**config.mk**
```make
export PLATFORM = sky130hd
export DESIGN_NAME = mem_bus_arbiter
export DESIGN_NICKNAME = d
export VERILOG_FILES = /design/src/rtl/mem_bus_arbiter_pkg.sv /design/src/rtl/mem_addr_decode.sv /design/src/rtl/mem_bus_arbiter.sv
export SDC_FILE = /design/constraint.sdc
export NUM_CORES = 1
export LEC_CHECK = 0
export CAP_MARGIN = 20
export CORE_AREA = 2 2 142 144
export DETAILED_ROUTE_END_ITERATION = 7
export DIE_AREA = 0 0 144 146
export GPL_TIMING_DRIVEN = 0
export PLACE_DENSITY = 0.75
export SLEW_MARGIN = 25
export SYNTH_ARGS = -nofsm -noshare
export SYNTH_HDL_FRONTEND = slang
export SYNTH_SLANG_ARGS = --single-unit
```
**constraint.sdc**
```tcl
create_clock -name clk -period 3.3 [get_ports clk]
set_clock_uncertainty 0.05 [all_clocks]
set_input_delay 0.33 -clock clk [delete_from_list [all_inputs] [get_ports clk]]
set_output_delay 0.33 -clock clk [all_outputs]
set_load 0.005 [all_outputs]
```
**src/rtl/mem_bus_arbiter_pkg.sv**
```systemverilog
// mem_bus_arbiter_pkg: shared widths, address windows, FSM and slave-select encodings.
package mem_bus_arbiter_pkg;
    localparam int DEF_ADDR_W   = 32;
    localparam int DEF_DATA_W   = 32;
    localparam int DEF_RAM_BASE = 0;
    localparam int DEF_RAM_SIZE = 1024;
    localparam int DEF_IO_BASE  = 1024;
    localparam int DEF_IO_SIZE  = 1024;
    localparam logic [1:0] ST_IDLE   = 2'd0;
    localparam logic [1:0] ST_ACCESS = 2'd1;
    localparam logic [1:0] ST_RESP   = 2'd2;
    localparam logic [1:0] SEL_RAM   = 2'd0;
    localparam logic [1:0] SEL_IO    = 2'd1;
    localparam logic [1:0] SEL_ERR   = 2'd2;
endpackage

```
**src/rtl/mem_addr_decode.sv**
```systemverilog
// mem_addr_decode: maps a word address onto the RAM or IO window, flagging misalignment and holes.
module mem_addr_decode
    import mem_bus_arbiter_pkg::*;
#(
    parameter int ADDR_W   = DEF_ADDR_W,
    parameter int RAM_BASE = DEF_RAM_BASE,
    parameter int RAM_SIZE = DEF_RAM_SIZE,
    parameter int IO_BASE  = DEF_IO_BASE,
    parameter int IO_SIZE  = DEF_IO_SIZE
) (
    input  logic [ADDR_W-1:0] addr,
    output logic [1:0]        sel,
    output logic              err
);
    logic in_ram, in_io;
    // unsigned offset compare avoids a constant-true lower bound when a base is 0
    assign in_ram = (addr - ADDR_W'(RAM_BASE)) < ADDR_W'(RAM_SIZE);
    assign in_io  = (addr - ADDR_W'(IO_BASE)) < ADDR_W'(IO_SIZE);
    assign err    = |addr[1:0] || !(in_ram || in_io);
    assign sel    = err ? SEL_ERR : in_ram ? SEL_RAM : SEL_IO;
endmodule

```
**src/rtl/mem_bus_arbiter.sv**
```systemverilog
// mem_bus_arbiter: round-robin two-master arbiter sequencing one RAM/IO access at a time
// through IDLE -> ACCESS -> RESP.
module mem_bus_arbiter
    import mem_bus_arbiter_pkg::*;
#(
    parameter int ADDR_W   = DEF_ADDR_W,
    parameter int DATA_W   = DEF_DATA_W,
    parameter int RAM_BASE = DEF_RAM_BASE,
    parameter int RAM_SIZE = DEF_RAM_SIZE,
    parameter int IO_BASE  = DEF_IO_BASE,
    parameter int IO_SIZE  = DEF_IO_SIZE
) (
    input  logic              clk,
    input  logic              rst,
    input  logic [1:0]        m_req,
    input  logic [1:0]        m_we,
    input  logic [ADDR_W-1:0] m0_addr,
    input  logic [ADDR_W-1:0] m1_addr,
    input  logic [DATA_W-1:0] m0_wdata,
    input  logic [DATA_W-1:0] m1_wdata,
    output logic [1:0]        m_ack,
    output logic [1:0]        m_err,
    output logic [DATA_W-1:0] m_rdata,
    output logic              ram_ce,
    output logic              ram_we,
    output logic [ADDR_W-1:0] ram_addr,
    output logic [DATA_W-1:0] ram_wdata,
    input  logic [DATA_W-1:0] ram_rdata,
    output logic              io_ce,
    output logic              io_we,
    output logic [ADDR_W-1:0] io_addr,
    output logic [DATA_W-1:0] io_wdata,
    input  logic [DATA_W-1:0] io_rdata
);
    logic [1:0]        state, sel;
    logic              rr_last, win, nxt_win, lat_we, err, acc;
    logic [ADDR_W-1:0] lat_addr;
    logic [DATA_W-1:0] lat_wdata;

    mem_addr_decode #(
        .ADDR_W(ADDR_W), .RAM_BASE(RAM_BASE), .RAM_SIZE(RAM_SIZE),
        .IO_BASE(IO_BASE), .IO_SIZE(IO_SIZE)
    ) u_dec (
        .addr(lat_addr),
        .sel (sel),
        .err (err)
    );

    assign nxt_win = (m_req == 2'b11) ? ~rr_last : m_req[1];
    // slave strobes are gated by rst so a reset landing in ACCESS can never commit a write
    assign acc       = rst && state == ST_ACCESS;
    assign ram_ce    = acc && sel == SEL_RAM;
    assign ram_we    = ram_ce && lat_we;
    assign ram_addr  = ram_ce ? lat_addr : '0;
    assign ram_wdata = ram_we ? lat_wdata : '0;
    assign io_ce     = acc && sel == SEL_IO;
    assign io_we     = io_ce && lat_we;
    assign io_addr   = io_ce ? lat_addr : '0;
    assign io_wdata  = io_we ? lat_wdata : '0;

    always_ff @(posedge clk) begin
        if (!rst) begin
            state     <= ST_IDLE;
            rr_last   <= 1'b1;
            win       <= 1'b0;
            lat_we    <= 1'b0;
            lat_addr  <= '0;
            lat_wdata <= '0;
            m_ack     <= 2'b00;
            m_err     <= 2'b00;
            m_rdata   <= '0;
        end else begin
            m_ack   <= 2'b00;
            m_err   <= 2'b00;
            m_rdata <= '0;
            if (state == ST_IDLE && |m_req) begin
                state     <= ST_ACCESS;
                win       <= nxt_win;
                rr_last   <= nxt_win;
                lat_we    <= m_we[nxt_win];
                lat_addr  <= nxt_win ? m1_addr : m0_addr;
                lat_wdata <= nxt_win ? m1_wdata : m0_wdata;
            end else if (state == ST_ACCESS) begin
                state   <= ST_RESP;
                m_ack   <= win ? 2'b10 : 2'b01;
                m_err   <= !err ? 2'b00 : win ? 2'b10 : 2'b01;
                m_rdata <= (err || lat_we) ? '0 : sel == SEL_RAM ? ram_rdata : io_rdata;
            end else begin
                state <= ST_IDLE;
            end
        end
    end
endmodule

```
==> results of run 1 <==
[final timing paths]
check	cells after the start	startpoint	to
setup / recovery	9	lat_addr[12]$_SDFFE_PN0P_	ram_wdata[12]
hold / removal	1	win$_SDFFE_PN0P_	m_ack[0]$_SDFF_PP0_
setup reg to reg	6	lat_addr[26]$_SDFFE_PN0P_	m_rdata[29]$_SDFF_PP0_
hold reg to reg	1	win$_SDFFE_PN0P_	m_ack[0]$_SDFF_PP0_
[logic make-up after synthesis]
group           Yosys count  synth area share [%]
compound gates          107                  17.7
buf+inv                 139                  13.1
flops                   105                  37.2
mux                      65                  11.5
other cells               1                0.0663
simple gates            220                  20.5
[power by group]
group | internal, mW | switching (mW)
clock | 0.577 | 0.472
combinational | 0.425 | 0.350
sequential | 1.37 | 0.0697
[layer usage]
layer,global-route usage [%],vias up,wire [microns]
met5,0,-,0
met4,5.00,0,252
met3,5.20,16,1740
met2,36.1,245,11000
met1,21.8,2740,8390
li1,-,2912,-
[layout make-up]
type | instances | area (sq um)
fill | 1897 | 9610
tap | 265 | 332
clock inverter | 3 | 45.0
clock buffer | 10 | 229
buffer | 105 | 651
multi-input combinational | 439 | 3010
sequential | 105 | 2100
inverter | 34 | 128
timing repair buffer | 325 | 3230
[registers in the layout, summed over array words and instances (netlist names)]
name	cells
lat_addr	32
lat_wdata	32
m_rdata	32
m_ack	2
m_err	2
state	2
lat_we	1
rr_last	1
win	1
[stage by stage]
| step | worst slack [ns] | TNS [ns] |
|---|---|---|
| after floorplan | 0.796 | 0 |
| after global placement | -0.218 | -6.78 |
| after detailed placement | -0.214 | -6.60 |
| after CTS | 0.000926 | 0 |
| after global routing | -0.000452 | -0.000452 |
| final | 0.0667 | 0 |
[cell usage in the layout (no fill, tap or decap), drive strengths merged, types with 27 or more instances in the layout]
cell type	synthesis	final
mux2i	65	65
inv	34	34
clkdlybuf4s50	0	240
conb	1	47
dlygate4sd2	0	32
nand2	100	100
and3	65	65
buf	68	76
o41ai	32	32
clkdlybuf4s15	0	27
clkbuf	37	51
o211a	65	65
dfxtp	105	105
[worst max-delay path: cells and delay by family, from the launching register on]
family | cells | cell delay, ns
buffers and inverters | 5 | 0.77
DFF | 1 | 0.33
and+or+nand+nor | 4 | 1.42
[what timing repair did]
action                     CTS  global route
setup buffers                6             1
pin swaps                    4             0
setup endpoints to repair   84            55
gates cloned                 1             0
gates resized for setup     76            52
==> summary.txt, run 1 <==
Logic synthesis
  • Top flip-flop cell by instance count after synthesis: sky130_fd_sc_hd__dfxtp_1
  • Number of synthesized flops with an enable pin: 0
  • Number of distinct standard cells referenced by the synthesized netlist: 38
  • Count of mapped cells out of synthesis: 637
  • Most area-hungry cell type in the Yosys netlist: sky130_fd_sc_hd__dfxtp_1
  • Count of state elements after synthesis: 105
  • Most instantiated library cell after synthesis: sky130_fd_sc_hd__dfxtp_1
  • Share of synthesized flip-flops with an asynchronous set or reset: 0%
  • Yosys warning count: 0
  • Synth top area share: 37.2%
  • Post-synth design cell area: 5660 sq um
  • Mean instance size in the synthesized netlist: 8.88 sq um
  • Top cell types by occurrence after synthesis: sky130_fd_sc_hd__dfxtp_1, sky130_fd_sc_hd__nand2_1, sky130_fd_sc_hd__and3_1, sky130_fd_sc_hd__mux2i_1, sky130_fd_sc_hd__o211a_1
  • Ranking of synthesized cells by area: sky130_fd_sc_hd__dfxtp_1, sky130_fd_sc_hd__mux2i_1, sky130_fd_sc_hd__o211a_1, sky130_fd_sc_hd__and3_1, sky130_fd_sc_hd__nand2_1
  • Proportion of synthesized chip area in sequential cells: 37.2%

Critical path
  • Cell Chain, Critical Path: or4_4, or4_4, nor3_4, buf_12, buf_4, buf_4, clkbuf_8, and3_1, dlygate4sd2_1
  • Critical path's slowest cell: sky130_fd_sc_hd__or4_4
  • Type of element launching the critical path: register
  • Critical path class: reg -> out
  • Data arrival time of the critical path: 2.85 ns
  • Worst-case register-to-register setup slack: 0.59 ns
  • Critical path endpoint category: output pin
  • Critical path's largest stage delay: 0.57 ns
  • Req. time, crit path: 2.92 ns
  • CP max FO: 10

Power
  • Total leakage power: 5.15 nW
  • Total power draw: 3.26 mW
  • Pwr dens: 335 nW/um^2
  • Peak ir drop on the vdd network: 0.226 mV

Global route
  • Tot GR Track Use: 19.5%
  • Wire length of the first global-routing pass: 31,600 microns
  • Maximum number of pins on one net before global-route repair: 16
  • Via count of the first global-routing pass: 5,962
  • Initial antenna violation count: 1
  • Global route total overflow: 0

Floorplanning
  • X dimension of the die: 144 microns
  • Top-level port count: 366
  • Number of placement rows: 51
  • Area of the core: 19,300 sq um
  • Starting utilization of the core area: 29.3%
  • Die area: 21,000 sq um
  • Overall die height: 146 microns

Timing
  • Worst slew margin: 36.3%
  • Period utilisation layout: 98.0%
  • Total count of max-transition violations in the final report: 0
  • Final period demand of the worst path: 3.23 ns
  • Highest attainable clock frequency: 309 MHz
  • Tightest hold margin: 0.411 ns
  • Final number of setup-violating endpoints: 0
  • Number of hold-slack violations in the final timing report: 0
  • Worst-Margin Slew: 0.955 ns
  • RSZ-0062 raised after global routing: true

Routing
  • Iteration-0 DRC Markers: 229
  • First-pass DRT Iterations: 4
  • Detailed-route DRC error count: 0
  • Total length of routed wires: 21,400 microns
  • Vias post-DR: 5,913
  • Vias per std cell: 4.60
  • Number of routed nets with antenna violations: 0
  • Routed wirelength normalized by instance count: 16.7 microns

Place
  • Standard cell area after detailed placement: 9330 sq um
  • Detail Placement HPWL: 16,900 microns
  • Placed Instances: 1,265
  • Buffers on Ports: 317
  • Routability Congestion: 0.770

Cells and area
  • # nets final: 1,217
  • Non-filler instance count after layout: 1,286
  • Final antenna diode count: 0
  • Utilization after layout: 50.3%
  • Layout cells sized above 1: 9.70%
  • Area added between synthesis and finish: 72.0%
  • Final non-filler cell area: 9730 sq um

Clocking
  • Clock tree from TritonCTS: built
  • CTS H-tree depth: 3
  • Max Root-Sink Buffers: 2
  • Root Driver: sky130_fd_sc_hd__clkbuf_16
  • Number of buffers created by CTS: 9
  • Sink count of the clock tree: 105
  • Count of hold buffers inserted by post-cts repair: 0
  • Worst-path clk slew: 0.07 ns
  • Source-to-sink clock delay at the later pin of the worst-skew pair: 0.34 ns

Job
  • Number of max-capacitance violations reported: 0

Hold path
  • Type of the tightest min-delay check: reg -> reg

Outcome
  • Outcome: finished, final reports clean
(Power assumes the default switching activity.)
==> run 2, diff against run 1 <==
CTS_BUF_LIST = sky130_fd_sc_hd__clkbuf_16   (was unset)
==> summary.txt, run 2 (synthesis gave the netlist of run 1 again) <==
Routing
  • Detailed-route DRC error count: 0
  • First-pass DRT Iterations: 4
  • Vias per std cell: 4.60
  • Routed wirelength normalized by instance count: 16.7 microns
  • Vias post-DR: 5,913
  • Iteration-0 DRC Markers: 229
  • Total length of routed wires: 21,400 microns
  • Number of routed nets with antenna violations: 0

Critical path
  • Data arrival time of the critical path: 2.85 ns
  • Number of cell instances on the worst register-to-register path: 6
  • Critical path's slowest cell: sky130_fd_sc_hd__or4_4
  • Cell Chain, Critical Path: or4_4, or4_4, nor3_4, buf_12, buf_4, buf_4, clkbuf_8, and3_1, dlygate4sd2_1
  • Critical path endpoint category: output pin
  • Capture point of the worst reg-to-reg path: m_rdata[29]$_SDFF_PP0_
  • Critical path class: reg -> out
  • Type of element launching the critical path: register
  • Worst-case register-to-register setup slack: 0.59 ns
  • Family with the most delay on the worst path: simple AND/OR/NAND/NOR gates
  • Req. time, crit path: 2.92 ns
  • Critical path's largest stage delay: 0.57 ns
  • Critical path buffers and inverters: 5
  • R2r startpoint: lat_addr[26]$_SDFFE_PN0P_
  • CP max FO: 10

Timing
  • Number of hold-slack violations in the final timing report: 0
  • Final number of setup-violating endpoints: 0
  • Tightest hold margin: 0.411 ns
  • Highest attainable clock frequency: 309 MHz
  • Worst setup margin: 0.0667 ns
  • Final period demand of the worst path: 3.23 ns
  • Worst slew margin: 36.3%
  • Period utilisation layout: 98.0%
  • Worst-Margin Slew: 0.955 ns
  • Total count of max-transition violations in the final report: 0
  • RSZ-0062 raised after global routing: true

Place
  • Placed Instances: 1,265
  • Routability Congestion: 0.770
  • Detail Placement HPWL: 16,900 microns
  • Buffers on Ports: 317
  • Pre-CTS worst setup slack: -0.214 ns

Cells and area
  • Top Registers: lat_addr (32), lat_wdata (32), m_rdata (32)
  • Non-filler instance count after layout: 1,286
  • Area added between synthesis and finish: 72.0%
  • # nets final: 1,217
  • Storage element area: 2100 sq um
  • Final antenna diode count: 0
  • Layout cells sized above 1: 9.70%
  • Fillcell total: 1,897
  • Commonest non-fill, non-tap cells in the layout: sky130_fd_sc_hd__clkdlybuf4s50_1, sky130_fd_sc_hd__dfxtp_1, sky130_fd_sc_hd__nand2_1
  • Most common cell after layout, fill and taps aside: sky130_fd_sc_hd__clkdlybuf4s50_1
  • Area of combinational cells with multiple inputs: 3010 sq um

Clocking
  • Clock tree from TritonCTS: built
  • Root Driver: sky130_fd_sc_hd__clkbuf_16
  • Sink count of the clock tree: 105
  • CTS H-tree depth: 3
  • Worst-path clk slew: 0.07 ns
  • Source-to-sink clock delay at the later pin of the worst-skew pair: 0.34 ns
  • Number of buffers created by CTS: 9
  • Max Root-Sink Buffers: 2

Floorplanning
  • Die area: 21,000 sq um
  • Number of placement rows: 51
  • Overall die height: 146 microns
  • Starting utilization of the core area: 29.3%
  • X dimension of the die: 144 microns
  • Top-level port count: 366
  • Area of the core: 19,300 sq um

Power
  • Peak ir drop on the vdd network: 0.226 mV
  • Total leakage power: 5.15 nW
  • Pwr dens: 335 nW/um^2

Job
  • Number of max-capacitance violations reported: 0

Hold path
  • Hold Path Sink: m_ack[0]$_SDFF_PP0_
  • Worst Hold Path Cells: 1
  • Min-delay src: win$_SDFFE_PN0P_
  • Type of the tightest min-delay check: reg -> reg

Global route
  • Global route total overflow: 0
  • Tot GR Track Use: 19.5%
  • Maximum number of pins on one net before global-route repair: 16
  • Initial antenna violation count: 1
  • Wire length of the first global-routing pass: 31,600 microns
  • Via count of the first global-routing pass: 5,962

Outcome
  • Outcome: finished, final reports clean
run 2: cell count changes in the layout (fill, tap and decap cells not counted), sizes merged:
cell	previous run	this run
clkbuf	51	50
inv	34	35
run 2: cell type report:
type / count / share of cell area [%]
clock inverter: 4 / 0.502
multi-input combinational: 439 / 30.9
inverter: 34 / 1.31
timing repair buffer: 325 / 33.2
clock buffer: 9 / 2.32
buffer: 105 / 6.69
sequential: 105 / 21.6
tap: 265 / 3.41
run 2: where the power goes:
part | leakage, nW | total (mW) | switching [mW] | internal, mW
combinational | 4.16 | 0.775 | 0.350 | 0.425
sequential | 0.864 | 1.44 | 0.0697 | 1.37
clock | 0.131 | 1.05 | 0.473 | 0.574
total | 5.15 | 3.26 | 0.892 | 2.37
run 2: per-layer routing:
metal | routed length, microns | vias up | global-route usage, % | share of wire (%)
li1 | - | 2912 | - | -
met1 | 8390 | 2740 | 21.8 | 39
met2 | 11000 | 245 | 36.1 | 52
met3 | 1740 | 16 | 5.20 | 8.1
met4 | 252 | 0 | 5.00 | 1.2
met5 | 0 | - | 0 | 0
run 2: worst max path at each step:
| stage | startpoint | endpoint | slack, ns | cells after the start |
|---|---|---|---|---|
| 2_1_floorplan | lat_addr[16]$_SDFFE_PN0P_ | io_wdata[10] | 0.80 | 6 |
| 3_3_place_gp | lat_addr[16]$_SDFFE_PN0P_ | ram_wdata[29] | -0.22 | 6 |
| 3_5_place_dp | lat_addr[16]$_SDFFE_PN0P_ | ram_wdata[29] | -0.21 | 6 |
| 4_1_cts | lat_addr[12]$_SDFFE_PN0P_ | io_wdata[22] | 0.0009 | 8 |
| 5_1_grt | lat_addr[12]$_SDFFE_PN0P_ | ram_wdata[16] | -0.0005 | 9 |
| 6_report | lat_addr[12]$_SDFFE_PN0P_ | ram_wdata[12] | 0.07 | 9 |
run 2: per-stage QoR:
step | util, % | instance area [sq um] | TNS, ns | power [mW]
3_3_place_gp | 48.3 | 9330 | -6.78 | 2.22
5_1_grt | 50.3 | 9730 | -0.000452 | 3.43
2_1_floorplan | - | 5830 | 0 | 1.84
3_5_place_dp | 48.3 | 9330 | -6.60 | 2.23
6_report | 50.3 | 9730 | 0 | 3.26
4_1_cts | 49.9 | 9660 | 0 | 3.30
run 2: worst register-to-register path, stage by stage (launching register included):
cell	delay, ns
sky130_fd_sc_hd__dfxtp_1	0.33
sky130_fd_sc_hd__or4_4	0.56
sky130_fd_sc_hd__nor3b_1	0.21
sky130_fd_sc_hd__nand4b_1	0.15
sky130_fd_sc_hd__nand3b_1	0.41
sky130_fd_sc_hd__clkbuf_1	0.32
sky130_fd_sc_hd__o41ai_1	0.53
run 2: timing repair:
action	4_1_cts	5_1_grt
buffers inserted	6	1
pin swaps	4	0
resized for setup	76	52
setup endpoints to repair	84	55
gates cloned	1	0
hold buffers	0	0
hold endpoints to repair	0	0
